File: src/rtl/instr_group_queue_if.sv
// instr_group_queue_if
//   Bundles the enqueue (decode side), dequeue (rename side), flush and
//   occupancy signals of the uop group queue.
//   master : the environment driving the queue (decode + backend)
//   slave  : the queue itself
// Signals
//   flush_in            discard all stored groups
//   enq_valid_in        decode presents a group
//   enq_ready_out       queue can accept a group this cycle
//   enq_uops_in         lane i at [i*UOP_BITS +: UOP_BITS]
//   enq_lane_valid_in   per-lane valid mask
//   deq_valid_out       head group available
//   deq_ready_in        backend accepts the head group
//   deq_uops_out        head group payload
//   deq_lane_valid_out  head lane mask, all zero when empty
//   count_out           number of stored groups
//   full_out/empty_out  occupancy flags
interface instr_group_queue_if #(
  parameter int W        = 4,
  parameter int DEPTH    = 8,
  parameter int UOP_BITS = 128
);
  localparam int CNT_W = $clog2(DEPTH + 1);

  logic                  flush_in;
  logic                  enq_valid_in;
  logic                  enq_ready_out;
  logic [W*UOP_BITS-1:0] enq_uops_in;
  logic [W-1:0]          enq_lane_valid_in;
  logic                  deq_valid_out;
  logic                  deq_ready_in;
  logic [W*UOP_BITS-1:0] deq_uops_out;
  logic [W-1:0]          deq_lane_valid_out;
  logic [CNT_W-1:0]      count_out;
  logic                  full_out;
  logic                  empty_out;

  modport master (
    output flush_in, enq_valid_in, enq_uops_in, enq_lane_valid_in, deq_ready_in,
    input  enq_ready_out, deq_valid_out, deq_uops_out, deq_lane_valid_out,
           count_out, full_out, empty_out
  );

  modport slave (
    input  flush_in, enq_valid_in, enq_uops_in, enq_lane_valid_in, deq_ready_in,
    output enq_ready_out, deq_valid_out, deq_uops_out, deq_lane_valid_out,
           count_out, full_out, empty_out
  );
endinterface

File: src/rtl/instr_group_queue.sv
// instr_group_queue
//   Circular FIFO of decoded uop groups (W lanes each) sitting between decode
//   and the rename stage. A flush from the backend discards every stored
//   group. Groups become visible at the dequeue port the cycle after they are
//   enqueued; there is no bypass path.
// Ports
//   clk_in   clock, all state updates on the rising edge
//   rst_in   synchronous active-high reset
//   q_if     instr_group_queue_if slave modport (enq/deq/flush/occupancy)
module instr_group_queue #(
  parameter int W        = 4,
  parameter int DEPTH    = 8,
  parameter int UOP_BITS = 128
) (
  input  logic                 clk_in,
  input  logic                 rst_in,
  instr_group_queue_if.slave   q_if
);
  localparam int PTR_W = $clog2(DEPTH);
  localparam int CNT_W = $clog2(DEPTH + 1);
  localparam int UW    = W * UOP_BITS;

  logic [PTR_W-1:0] r_head;
  logic [PTR_W-1:0] r_tail;
  logic [CNT_W-1:0] r_count;
  logic [UW-1:0]    r_uops [DEPTH];
  logic [W-1:0]     r_mask [DEPTH];

  logic w_full;
  logic w_empty;
  logic w_enqFire;
  logic w_deqFire;

  // Occupancy comes only from the count register, so full and empty stay
  // distinguishable when head and tail coincide. Ready depends on registered
  // state only, which is why a dequeue from a full queue opens a slot one
  // cycle later rather than in the same cycle.
  assign w_full  = (r_count == CNT_W'(DEPTH));
  assign w_empty = (r_count == '0);

  // An all-zero lane mask still completes the handshake but stores nothing.
  assign w_enqFire = q_if.enq_valid_in & ~w_full & (|q_if.enq_lane_valid_in);
  assign w_deqFire = ~w_empty & q_if.deq_ready_in;

  assign q_if.enq_ready_out      = ~w_full;
  assign q_if.deq_valid_out      = ~w_empty;
  assign q_if.deq_uops_out       = r_uops[r_head];
  assign q_if.deq_lane_valid_out = w_empty ? '0 : r_mask[r_head];
  assign q_if.count_out          = r_count;
  assign q_if.full_out           = w_full;
  assign q_if.empty_out          = w_empty;

  // Pointer and count update. Reset beats flush, flush beats any handshake
  // in the same cycle. Pointers wrap naturally because DEPTH is a power of two.
  always_ff @(posedge clk_in) begin
    if (rst_in) begin
      r_head  <= '0;
      r_tail  <= '0;
      r_count <= '0;
    end else if (q_if.flush_in) begin
      r_head  <= '0;
      r_tail  <= '0;
      r_count <= '0;
    end else begin
      if (w_enqFire) begin
        r_tail <= r_tail + PTR_W'(1);
      end
      if (w_deqFire) begin
        r_head <= r_head + PTR_W'(1);
      end
      if (w_enqFire && !w_deqFire) begin
        r_count <= r_count + CNT_W'(1);
      end else if (!w_enqFire && w_deqFire) begin
        r_count <= r_count - CNT_W'(1);
      end
    end
  end

  // Entry storage needs no reset: an entry is only observed after it has
  // been written, and the lane mask output is forced to zero when empty.
  always_ff @(posedge clk_in) begin
    if (!rst_in && !q_if.flush_in && w_enqFire) begin
      r_uops[r_tail] <= q_if.enq_uops_in;
      r_mask[r_tail] <= q_if.enq_lane_valid_in;
    end
  end
endmodule

File: src/flat_wrapper.sv
// flat-port wrapper written by rule: the top's interface ports become plain ports
module instr_group_queue_flat 
#(
  parameter int W        = 4,
  parameter int DEPTH    = 8,
  parameter int UOP_BITS = 128
)
  (clk_in, rst_in, q_if_flush_in, q_if_enq_valid_in, q_if_enq_uops_in, q_if_enq_lane_valid_in, q_if_deq_ready_in, q_if_enq_ready_out, q_if_deq_valid_out, q_if_deq_uops_out, q_if_deq_lane_valid_out, q_if_count_out, q_if_full_out, q_if_empty_out);
  instr_group_queue_if #(.W(W), .DEPTH(DEPTH), .UOP_BITS(UOP_BITS)) q_if_i ();
  input  logic clk_in;
  input  logic rst_in;
  input wire logic [$bits(q_if_i.flush_in)-1:0] q_if_flush_in;
  input wire logic [$bits(q_if_i.enq_valid_in)-1:0] q_if_enq_valid_in;
  input wire logic [$bits(q_if_i.enq_uops_in)-1:0] q_if_enq_uops_in;
  input wire logic [$bits(q_if_i.enq_lane_valid_in)-1:0] q_if_enq_lane_valid_in;
  input wire logic [$bits(q_if_i.deq_ready_in)-1:0] q_if_deq_ready_in;
  output wire logic [$bits(q_if_i.enq_ready_out)-1:0] q_if_enq_ready_out;
  output wire logic [$bits(q_if_i.deq_valid_out)-1:0] q_if_deq_valid_out;
  output wire logic [$bits(q_if_i.deq_uops_out)-1:0] q_if_deq_uops_out;
  output wire logic [$bits(q_if_i.deq_lane_valid_out)-1:0] q_if_deq_lane_valid_out;
  output wire logic [$bits(q_if_i.count_out)-1:0] q_if_count_out;
  output wire logic [$bits(q_if_i.full_out)-1:0] q_if_full_out;
  output wire logic [$bits(q_if_i.empty_out)-1:0] q_if_empty_out;
  assign q_if_i.flush_in = q_if_flush_in;
  assign q_if_i.enq_valid_in = q_if_enq_valid_in;
  assign q_if_i.enq_uops_in = q_if_enq_uops_in;
  assign q_if_i.enq_lane_valid_in = q_if_enq_lane_valid_in;
  assign q_if_i.deq_ready_in = q_if_deq_ready_in;
  assign q_if_enq_ready_out = q_if_i.enq_ready_out;
  assign q_if_deq_valid_out = q_if_i.deq_valid_out;
  assign q_if_deq_uops_out = q_if_i.deq_uops_out;
  assign q_if_deq_lane_valid_out = q_if_i.deq_lane_valid_out;
  assign q_if_count_out = q_if_i.count_out;
  assign q_if_full_out = q_if_i.full_out;
  assign q_if_empty_out = q_if_i.empty_out;
  instr_group_queue #(.W(W), .DEPTH(DEPTH), .UOP_BITS(UOP_BITS)) u_core (.clk_in(clk_in), .rst_in(rst_in), .q_if(q_if_i));
endmodule
File: config.mk
export PLATFORM = sky130hd
export DESIGN_NAME = instr_group_queue_flat
export DESIGN_NICKNAME = d
export VERILOG_FILES = /design/src/rtl/instr_group_queue_if.sv /design/src/rtl/instr_group_queue.sv /design/src/flat_wrapper.sv
export SDC_FILE = /design/constraint.sdc
export NUM_CORES = 2
export LEC_CHECK = 0
export ABC_CLOCK_PERIOD_IN_PS = 53800
export CAP_MARGIN = 15
export CELL_PAD_IN_SITES_DETAIL_PLACEMENT = 0
export CELL_PAD_IN_SITES_GLOBAL_PLACEMENT = 1
export CORE_MARGIN = 8
export CORE_UTILIZATION = 55
export CTS_BUF_LIST = sky130_fd_sc_hd__clkbuf_4 sky130_fd_sc_hd__clkbuf_8
export CTS_CLUSTER_DIAMETER = 40
export CTS_CLUSTER_SIZE = 8
export DETAILED_ROUTE_END_ITERATION = 10
export PLACE_DENSITY = 0.92
export SKIP_LAST_GASP = 1
export SLEW_MARGIN = 20
export SYNTH_ARGS = -nofsm -noshare
export SYNTH_HDL_FRONTEND = slang
export SYNTH_MEMORY_MAX_BITS = 65536
export SYNTH_SLANG_ARGS = --single-unit
File: constraint.sdc
create_clock -name clk_in -period 53.8 [get_ports clk_in]
set_clock_uncertainty 0.2 [all_clocks]
set_input_delay 5.38 -clock clk_in [delete_from_list [all_inputs] [get_ports clk_in]]
set_output_delay 5.38 -clock clk_in [all_outputs]
set_load 0.1 [all_outputs]
# Word-level counts from Yosys, hierarchy flattened
# Memory sizes are Yosys's and may differ from the RTL's. A register that Yosys moved wholly into a read port is not among the register bits.
# Index checks and enable logic that the tools add are counted.
[word_totals]
ff_bits = 10
ram_bits = 4128
inputBits = 521
output_inout_bits = 524
wordCells = 36
memories = 2
[mem_list]
columns = ["name", "words", "word_bits", "rd", "rd_clocked_by_memory_dff", "write_ports", "line_no", "source"]
rows = [
  ["u_core.r_uops", 8, 512, 1, 1, 1, "instr_group_queue.sv:26", "logic [UW-1:0] r_uops [DEPTH];"],
  ["u_core.r_mask", 8, 4, 1, 1, 1, "instr_group_queue.sv:27", "logic [W-1:0] r_mask [DEPTH];"],
]
[op_classes]
n_addsub = 4
eq_ne = 1
n_mux = 9
n_bitwise = 5
n_reduce_logical = 12
[ops]
columns = ["cell", "n"]
rows = [
  ["$mux 3", 4],
  ["$mux 4", 3],
  ["$add 3x1->3 const B", 2],
  ["$add 4x1->4 const B", 1],
  ["$eq 4x4->1 const B", 1],
  ["$logic_and 1x1->1", 4],
  ["$logic_not 1->1", 4],
  ["$logic_not 4->1", 1],
  ["$reduce_or 4->1", 1],
  ["$sub 4x1->4 const B", 1],
  ["$and 1x1->1", 3],
  ["$mux 1", 2],
  ["$not 1->1", 2],
  ["$reduce_bool 2->1", 1],
  ["$reduce_or 2->1", 1],
]

# Longest topological paths before layout
[depth]
word_depth = 8
mapped_depth = 11

# Worst setup path before layout
# Ideal clock, no wire load.
[synth_path]
path_kind = "input to register"
from = "input port rst_in"
to = "memory u_core.r_mask[0][0] (enable)"
t_arrival_ns = 40.821
required_time_ns = 51.571
path_slack_ns = 10.750
path_stages = 3
path_cell_list = "or2_2 or4_1 nor3_1"
[synth_via]
elab_chain_len = 5
[synth_lines]
columns = ["element", "line_no", "source"]
rows = [
  ["start, declared", "flat_wrapper.sv:11", "input logic rst_in;"],
  ["$logic_not 1->1", "instr_group_queue.sv:82", "if (!rst_in && !q_if.flush_in && w_enqFire) begin"],
  ["$logic_and 1x1->1 (2 in a row)", "instr_group_queue.sv:82", ""],
  ["$mux 1", "instr_group_queue.sv:82", ""],
  ["$mux 1 (not written as such)", "instr_group_queue.sv:84", "r_mask[r_tail] <= q_if.enq_lane_valid_in;"],
  ["end, declared", "instr_group_queue.sv:27", ""],
]
# No other way between the ends.

==> results.yml <==
critical_path:
  r2r_slack_ns: 46.61
  crit_path_start_kind: "flip-flop"
  worstSetupPathType: "flip-flop to output pin"
  worstPathArrival_ns: 9.36
  r2r-start: "u_core.q_if.count_out[0]"
  rr_worst_depth: 11
  end_kind: "output pin"
  path_max_fanout: 107
  required_ns: 48.22
  endpoint: "q_if_deq_uops_out[232]"
  r2r_end: "u_core.r_uops[0][98]"
place:
  hpwl_um: 206000
  numPortBuffers: 1044
  gp_congestion: 0.761
global_routing:
  grt_start_max_net_pins: 149
  grt_pass1_vias: 74700
  overflow: 0
  antenna_found_initial: 130
  grt_usage_pct: 22.9
  grt_pass1_wl_um: 509000
floorplan:
  rows: 195
  die_w_um: 547
  die_y_um: 547
  ios: 1045
  die_area_mm2: 0.300
  initial_core_util_pct: 55.1
  core_area_mm2: 0.282
final_layout:
  final_nets: 8056
  nFillCells: 16800
  regArea_mm2: 0.124
  multi_input_area_mm2: 0.0295
  fin_util_pct: 64.0
  syn2layout_area_growth_pct: 16.1
  drive_gt1_share_pct: 32.0
hold_path:
  hold_path_startpoint: "u_core.r_head[1]"
  holdCritPathClass: "flip-flop to flip-flop"
  whs_path_depth: 2
sta:
  worst_slew_pin_slew_ns: 1.22
  finalCritPeriodShare_pct: 27.8
  tns_ns: 0
  fmax_ghz: 0.0669
  setup_viol: 0
  rsz0062_at_grt: "false"
  min_period_ns: 14.94
  hold_viol_final: 0
  max_slew_margin_pct: 18.5
  slew_viol_final: 0
cts:
  clkTransAtPathRegs_ns: 0.06
  clkSinkCount: 4141
  clock_latency_ns: 1.15
  htreeDepth: 6
  cts.hold.buffers_added: 0
  cts_resized: 0
  post_cts_buffers: 0
  cts_max_path_buffers: 4
  root_buffer: "clkbuf_8"
  tritoncts.num_buffers: 612
  cts_tree: "yes"
power:
  leakagePower_nw: 54.6
  ir_drop_uv: 32.1
  p_per_area_mw_per_mm2: 36.1
detailed_routing:
  viasPerCell: 6.24
  wl_per_cell_um: 31.0
  first_pass_iters: 5
  drtIter0Drc: 7805
  detail-route-antenna-nets: 0
  drc: 0
  vias: 71800
  drt_wl_total_um: 357000
yosys:
  synth_warnings: 0
  synth_top_area_share_pct: 79.8
  syn_inst: 6045
  ys.flop_type: "edfxtp_1"
  ys_ff_latch: 4141
  synth_edf_count: 4128
  synth.most_common_cell: "edfxtp_1"
  async_flop_share_pct: 0
  synthTopCellsByCount: "edfxtp_1, mux4_2, mux2_2, clkbuf_1, buf_2"
  synthTopCellsByArea: "edfxtp_1, mux4_2, mux2_2"
  synth_largest_area_cell: "edfxtp_1"
  seq_area_frac_synth_pct: 80.0
  ys_types: 28
  syn_nets: 6572
  synth_area_per_cell_um2: 25.7
  syn_area_mm2: 0.155
job:
  cap_violations: 0
status:
  outcome: "completed"
## logic make-up after synthesis
kind of cell,after synthesis,synth area share (%)
compound gates,7,0.0314
fa+ha+maj,6,0.0532
xor+xnor,6,0.0338
simple gates,42,0.122
buf+inv,293,1.04
flops,4141,80.0
mux,1550,18.7
## worst max-delay path: stages (launching register included)
cell and delay [ns]:
dfxtp_4 0.80, buf_12 0.65, buf_4 0.66, buf_4 0.79, buf_4 0.63, buf_4 0.84
buf_6 0.70, buf_6 0.69, mux4_2 0.63, mux2_2 0.31, clkdlybuf4s50_1 1.00
## power by group
| group | internal (mW) | total, mW | leakage [nW] | switching (mW) |
|---|---|---|---|---|
| Sequential | 3.57 | 3.58 | 37.3 | 0.00778 |
| Combinational | 0.207 | 0.637 | 12.0 | 0.430 |
| Clock | 1.14 | 2.29 | 5.31 | 1.16 |
| Total | 4.92 | 6.51 | 54.6 | 1.59 |
## worst min-delay path by stage
stage	end	slack, ns
2_1_floorplan	flip-flop	0.25
3_3_place_gp	flip-flop	0.25
3_5_place_dp	flip-flop	0.29
4_1_cts	flip-flop	0.30
5_1_grt	flip-flop	0.32
6_report	flip-flop	0.31
## per-layer routing
layer  GRT usage [%]  vias up  routed length, µm
li1                -    29000                  -
met1            29.0    38000             128000
met2            37.2     3928             175000
met3            8.33      729              40300
met4            7.77      110              12800
met5               0        -                706
## through the flow
step | area (µm²) | hold slack [ns] | total power [mW] | setup WS (ns) | cells
2_1_floorplan | 155000 | 0.254 | 4.12 | 10.75 | 6045
3_5_place_dp | 170000 | 0.293 | 4.28 | 39.17 | 10700
4_1_cts | 180000 | 0.302 | 6.56 | 37.78 | 11400
6_report | 180000 | 0.310 | 6.51 | 38.86 | 11500
3_3_place_gp | 170000 | 0.254 | 4.27 | 39.29 | 10700
5_1_grt | 180000 | 0.317 | 6.70 | 37.89 | 11500
## cell type report
type                       instances  share of cell area [%]
inverter                           3                 0.00625
antenna                           82                   0.114
timing repair buffer            1160                    6.34
clock buffer                     662                    4.89
clock inverter                   107                   0.797
tap                             3743                    2.60
sequential                      4141                    68.9
multi-input combinational       1611                    16.4
## state kept, by name, indices dropped and copies added, names as in the netlist, named ones only
| name | cells |
|---|---|
| u_core.r_uops | 4096 |
| u_core.r_mask | 32 |
| u_core.q_if.count_out | 4 |
| u_core.r_head | 3 |
| u_core.r_tail | 3 |
## placed cells by master, fill, tap and decap left out, types with 4 or more instances in the layout
cell type / netlist / routed
edfxtp_1: 4128 / 4128
mux4_2: 1032 / 1032
clkdlybuf4s50_1: 0 / 1010
clkbuf_8: 0 / 614
mux2_2: 512 / 512
buf_4: 0 / 99
diode_2: 0 / 82
clkbuf_4: 0 / 48
buf_2: 87 / 25
inv_12: 0 / 18
clkinv_1: 0 / 18
buf_12: 0 / 18
nor2_1: 23 / 17
clkinv_8: 0 / 12
inv_16: 0 / 12
clkinv_2: 0 / 10
inv_6: 0 / 10
dfxtp_1: 13 / 10
clkinv_4: 0 / 9
bufinv_16: 0 / 9
mux2i_1: 6 / 6
nor2_4: 0 / 6
nand3_1: 5 / 5
ha_1: 5 / 5
inv_8: 0 / 5
nand2_1: 4 / 4
buf_6: 54 / 4
(Power assumes the default switching activity.)
